### config.mk
export PLATFORM = sky130hd
export DESIGN_NAME = pla_stream_sequencer
export DESIGN_NICKNAME = d
export VERILOG_FILES = /design/src/rtl/pla_stream_sequencer.sv
export SDC_FILE = /design/constraint.sdc
export NUM_CORES = 1
export LEC_CHECK = 0
export CELL_PAD_IN_SITES_DETAIL_PLACEMENT = 0
export CELL_PAD_IN_SITES_GLOBAL_PLACEMENT = 2
export CORE_MARGIN = 2
export CORE_UTILIZATION = 45
export DETAILED_ROUTE_END_ITERATION = 10
export GPL_ROUTABILITY_DRIVEN = 0
export PLACE_DENSITY_LB_ADDON = 0.1
export SKIP_CTS_REPAIR_TIMING = 1
export SYNTH_ARGS = -nofsm -noshare
export SYNTH_HDL_FRONTEND = slang
export SYNTH_SLANG_ARGS = --single-unit
export TNS_END_PERCENT = 30
### constraint.sdc
create_clock -name clk -period 6.12 [get_ports clk]
set_clock_uncertainty 0.05 [all_clocks]
set_input_delay 1.224 -clock clk [delete_from_list [all_inputs] [get_ports clk]]
set_output_delay 1.224 -clock clk [all_outputs]
set_load 0.02 [all_outputs]
### src/rtl/pla_stream_sequencer.sv
// pla_stream_sequencer
//   Initiator side of the pla activation interface. One job moves VEC_LEN fp32
//   pre-activation words from an upstream valid/ready stream into pla, one word
//   per cycle. Results come back from pla with fixed latency and no
//   backpressure. They land in a credit-protected FIFO and are replayed in
//   order to a downstream valid/ready consumer, with m_last on the final word.
//
// Ports
//   clk, reset        rising-edge clock, asynchronous active-low reset
//   start, gate_sel   job start pulse (accepted only in IDLE) and gate id
//                     (0=i, 1=f, 2=g, 3=o)
//   busy, done        job in progress / one-cycle completion pulse
//   s_valid, s_ready, s_data                     upstream word stream
//   pla_select, pla_valid_in, pla_valid_in_rev, pla_x   request side of pla
//   pla_valid_out, pla_out                       result side of pla
//   m_valid, m_ready, m_data, m_last             downstream result stream
module pla_stream_sequencer #(
  parameter int VEC_LEN    = 32,
  parameter int FIFO_DEPTH = 8,
  parameter int CNT_W      = 6
) (
  input  logic        clk,
  input  logic        reset,
  input  logic        start,
  input  logic [1:0]  gate_sel,
  output logic        busy,
  output logic        done,
  input  logic        s_valid,
  output logic        s_ready,
  input  logic [31:0] s_data,
  output logic        pla_select,
  output logic        pla_valid_in,
  output logic        pla_valid_in_rev,
  output logic [31:0] pla_x,
  input  logic        pla_valid_out,
  input  logic [31:0] pla_out,
  output logic        m_valid,
  input  logic        m_ready,
  output logic [31:0] m_data,
  output logic        m_last
);

  localparam int PTR_W = $clog2(FIFO_DEPTH);
  localparam int CRD_W = PTR_W + 1;
  localparam logic [CNT_W-1:0] VEC_END  = CNT_W'(VEC_LEN);
  localparam logic [CNT_W-1:0] VEC_LAST = CNT_W'(VEC_LEN - 1);
  localparam logic [CRD_W-1:0] CRD_MAX  = CRD_W'(FIFO_DEPTH);

  typedef enum logic [1:0] {IDLE, RUN, DRAIN} state_t;

  state_t            state_reg;
  logic              busy_reg, done_reg, pla_select_reg;
  logic [CNT_W-1:0]  issue_cnt_reg, issue_cnt_next;
  logic [CNT_W-1:0]  out_cnt_reg, out_cnt_next;
  logic [CRD_W-1:0]  credits_reg, credits_next;
  // Pointers carry one extra wrap bit so full and empty are distinguishable.
  logic [PTR_W:0]    wr_ptr_reg, wr_ptr_next;
  logic [PTR_W:0]    rd_ptr_reg, rd_ptr_next;
  logic [31:0]       mem [FIFO_DEPTH];
  logic              m_valid_reg;
  logic [31:0]       m_data_reg, head_next;
  logic              fifo_full, issue, push, pop;

  assign fifo_full = (wr_ptr_reg[PTR_W] != rd_ptr_reg[PTR_W]) &&
                     (wr_ptr_reg[PTR_W-1:0] == rd_ptr_reg[PTR_W-1:0]);

  // Issue path is combinational so a word accepted upstream reaches pla in
  // the same cycle.
  assign s_ready = (state_reg == RUN) && (issue_cnt_reg < VEC_END) &&
                   (credits_reg != '0);
  assign issue   = s_valid && s_ready;
  assign push    = pla_valid_out && !fifo_full;
  assign pop     = m_valid_reg && m_ready;

  assign pla_x            = issue ? s_data : 32'd0;
  assign pla_valid_in     = issue;
  assign pla_valid_in_rev = issue;
  assign pla_select       = pla_select_reg;
  assign busy             = busy_reg;
  assign done             = done_reg;
  assign m_valid          = m_valid_reg;
  assign m_data           = m_data_reg;
  assign m_last           = m_valid_reg && (out_cnt_reg == VEC_LAST);

  assign issue_cnt_next = issue_cnt_reg + CNT_W'(issue);
  assign out_cnt_next   = out_cnt_reg + CNT_W'(pop);
  assign wr_ptr_next    = wr_ptr_reg + (PTR_W+1)'(push);
  assign rd_ptr_next    = rd_ptr_reg + (PTR_W+1)'(pop);

  // Credits track issued-but-not-popped words. Pops of results that were
  // never issued (leftovers around a reset) must not push credits past
  // FIFO_DEPTH, hence the saturation.
  always_comb begin
    credits_next = credits_reg;
    if (issue && !pop) begin
      credits_next = credits_reg - CRD_W'(1);
    end else if (pop && !issue && (credits_reg != CRD_MAX)) begin
      credits_next = credits_reg + CRD_W'(1);
    end
  end

  // Next head of the FIFO, loaded into the output register. When the FIFO
  // empties and refills in the same cycle, the head is the word being
  // written, so it comes from pla_out; it still shows up only next cycle.
  always_comb begin
    head_next = 32'd0;
    if (wr_ptr_next != rd_ptr_next) begin
      if (push && (wr_ptr_reg == rd_ptr_next)) begin
        head_next = pla_out;
      end else begin
        head_next = mem[rd_ptr_next[PTR_W-1:0]];
      end
    end
  end

  always_ff @(posedge clk) begin
    if (push) begin
      mem[wr_ptr_reg[PTR_W-1:0]] <= pla_out;
    end
  end

  always_ff @(posedge clk or negedge reset) begin
    if (!reset) begin
      state_reg      <= IDLE;
      busy_reg       <= 1'b0;
      done_reg       <= 1'b0;
      pla_select_reg <= 1'b1;
      issue_cnt_reg  <= '0;
      out_cnt_reg    <= '0;
      credits_reg    <= CRD_MAX;
      wr_ptr_reg     <= '0;
      rd_ptr_reg     <= '0;
      m_valid_reg    <= 1'b0;
      m_data_reg     <= 32'd0;
    end else begin
      credits_reg   <= credits_next;
      wr_ptr_reg    <= wr_ptr_next;
      rd_ptr_reg    <= rd_ptr_next;
      m_valid_reg   <= (wr_ptr_next != rd_ptr_next);
      m_data_reg    <= head_next;
      issue_cnt_reg <= issue_cnt_next;
      out_cnt_reg   <= out_cnt_next;
      done_reg      <= 1'b0;
      case (state_reg)
        IDLE: begin
          if (start) begin
            pla_select_reg <= (gate_sel != 2'd2);
            busy_reg       <= 1'b1;
            issue_cnt_reg  <= '0;
            out_cnt_reg    <= '0;
            state_reg      <= RUN;
          end
        end
        RUN: begin
          if (issue_cnt_next == VEC_END) begin
            state_reg <= DRAIN;
          end
        end
        DRAIN: begin
          // Leave on the cycle of the final pop so done follows m_last by one.
          if (out_cnt_next == VEC_END) begin
            state_reg <= IDLE;
            busy_reg  <= 1'b0;
            done_reg  <= 1'b1;
          end
        end
        default: state_reg <= IDLE;
      endcase
    end
  end

  // Credits should make this impossible; a hit means a result was dropped.
  fifo_overflow_check: assert property (@(posedge clk) disable iff (!reset)
                                        !(pla_valid_out && fifo_full));

endmodule

==> qor.yml <==
syn_avg_cell_area_sq_um: 18.02
synth_compound_area_frac: 0.04250
clkTransAtPathRegs_ps: 60
critPathKind: "input pin to primary output"
cp.depth: 6
grt_pass1_wl_microns: 43580
synthesis.nets: 801
synth-edff-count: 256
fp.dieH_microns: 173.5
overflow: 0
antenna_found_initial: 0
cts.path.max_buffers: 3
finalSetupViolations: 0
crit_path_end_kind: "primary output"
r2r_end: "m_data[28]"
worst_hold_slack_ps: 447.3
track_usage: 0.1905
synth_seq_cells: 318
max_freq_mhz: 212.5
synthesis.area_sq_um: 12920
start_util: 0.4539
synthCells: 717
yosys.cell_types.count: 46
r2r_start: "m_valid"
core-area_sq_um: 28470
cts_root_buf: "clkbuf_16"
clk_latency_ps: 510
critPathCapture: "pla_x[13]"
ios: 144
htree_levels: 2
crit_required_ps: 4850
yosys.area_share.xor_xnor: 0.02043
yosysSeqAreaShare: 0.7151
cp-startpoint: "s_valid"
yosys.area_share.simple: 0.07435
final_cell_mix: "256 x edfxtp_1, 142 x clkdlybuf4s50_1, 74 x nand2_1"
cts.sinks: 318
ff2ff_setup_slack_ps: 2790
avgViaCountPerCell: 5.321
post-route-min-period_ps: 4706
numCtsBuffers: 34
hold_viol_final: 0
area_growth_pct: 23.27
rsz0062_at_grt: "false"
tns_ps: 0
drc: 0
io_buffer_count: 143
synthAdderAreaFrac: 0.01220
slew_viol_final: 0
worst_slew_pin_slew_ps: 1040
wl_microns: 27570
synth_top_family_by_area: "multiplexers"
critical_path_arrival_ps: 3430
nets: 962
p_leak_uw: 0.005452
crit_chain: "clkdlybuf4s50_1, and4bb_2, nor2b_2, buf_4, and2_1, clkdlybuf4s50_1"
cpMaxStageDelayCell: "clkdlybuf4s50_1"
hp-class: "flip-flop to flip-flop"
cp-start-kind: "input pin"
drt_iter0_drc: 373
routedWlPerCell_microns: 21.41
drive_above_1_share: 0.2190
postLayoutCoreUtil: 0.5596
critPathMostFrequentCell: "clkdlybuf4s50_1"
dp_hpwl_microns: 15990
antenna_left: 0
drv_cap: 0
rows: 62
diodes: 0
worst-path-max-fanout: 26
muxShareOfSynthArea: 0.1140
cpPeakStageDelay_ps: 620
crit_family: "buffers and inverters"
max-vdd-ir-drop_mv: 0.2859
largest_reg_flops: 256
grt_max_degree: 67
dr.pass1.iters: 4
die_area_sq_um: 30090
nFillCells: 2218
power_density_nw_per_um2: 536.4
cp.buffers_inverters: 3
routed-via-count: 6853
status: "finished clean"
reg2reg_depth: 9
ys.flop_type: "edfxtp_1"
ys_async_sr_fraction: 0.1950
cts_tree: "yes"
slew_headroom: 0.3067
fp.dieW_microns: 173.5
grt_pass1_vias: 7358
synth_warnings: 0
period_share: 0.7689
final_common_cell: "edfxtp_1"
-- logic make-up after synthesis --
group | Yosys count
mux | 67
simple gates | 196
compound gates | 46
fa+ha+maj | 12
buf+inv | 50
flops | 318
xor+xnor | 28
-- worst reg2reg max path: stages (launching register included) --
cell,delay (ps)
dfrtp_1,420
nand2_1,170
inv_1,140
ha_4,180
ha_2,330
buf_4,780
xor2_1,250
nor4_4,330
buf_4,430
a311oi_1,120
-- power by group --
part / internal [uW] / switching (uW) / total (uW)
clock: 1190 / 793 / 1980
combinational: 1660 / 1840 / 3490
sequential: 2860 / 213 / 3070
total: 5700 / 2840 / 8550
-- cells in the mapped netlist, types with 2 or more instances --
cell type / number / area [sq um]
edfxtp_1: 256 / 7687
nand2_1: 74 / 277.8
mux4_2: 64 / 1441
dfrtp_1: 60 / 1501
nor2_1: 34 / 127.6
and2_1: 32 / 200.2
a311oi_2: 28 / 420.4
nor2_2: 20 / 125.1
clkbuf_1: 15 / 56.30
xnor2_1: 14 / 122.6
xor2_1: 13 / 113.9
buf_2: 11 / 55.05
ha_1: 11 / 137.6
inv_1: 9 / 33.78
nand3_1: 9 / 45.04
nor3_1: 7 / 35.03
buf_6: 5 / 56.30
nor2b_1: 5 / 31.28
a21oi_1: 4 / 20.02
a311oi_1: 4 / 35.03
nand2b_1: 4 / 25.02
buf_1: 3 / 11.26
buf_4: 3 / 22.52
or3_1: 3 / 18.77
a31oi_1: 2 / 12.51
buf_8: 2 / 30.03
dfstp_2: 2 / 52.55
mux2i_1: 2 / 20.02
nand4_1: 2 / 12.51
nor4_1: 2 / 12.51
o22ai_1: 2 / 12.51
-- layer usage --
layer,part of all wire,global-route usage
met1,0.38,0.2396
met2,0.53,0.3445
met3,0.068,0.03333
met4,0.015,0.04520
met5,0,0
-- metrics by stage --
stage	worst slack [ps]	power, uW	instances	area, sq um
2_1_floorplan	1878	5584	717	12920
3_3_place_gp	1498	6616	1226	14840
3_5_place_dp	1381	6707	1226	14840
4_1_cts	1381	8701	1288	15930
5_1_grt	1247	9049	1288	15930
6_report	1414	8545	1288	15930
-- area by class of cell --
class	count	area, sq um	area share
repair buffers	164	1599	0.1004
clock inverters	10	117.6	0.007382
flip-flops and latches	318	9241	0.5801
clock buffers	52	969.7	0.06087
multi-input cells	349	3477	0.2183
inverters	11	46.29	0.002906
well taps	384	480.5	0.03016
-- worst min path at each step --
stage	to	startpoint	cells after the start	slack (ps)
2_1_floorplan	credits_reg[0]	credits_reg[0]	1	450
3_3_place_gp	busy	busy	2	430
3_5_place_dp	busy	busy	2	440
4_1_cts	pla_select	pla_select	2	450
5_1_grt	pla_select	pla_select	2	480
6_report	pla_select	pla_select	2	450
No activity file was read; power rests on OpenSTA's default activity.
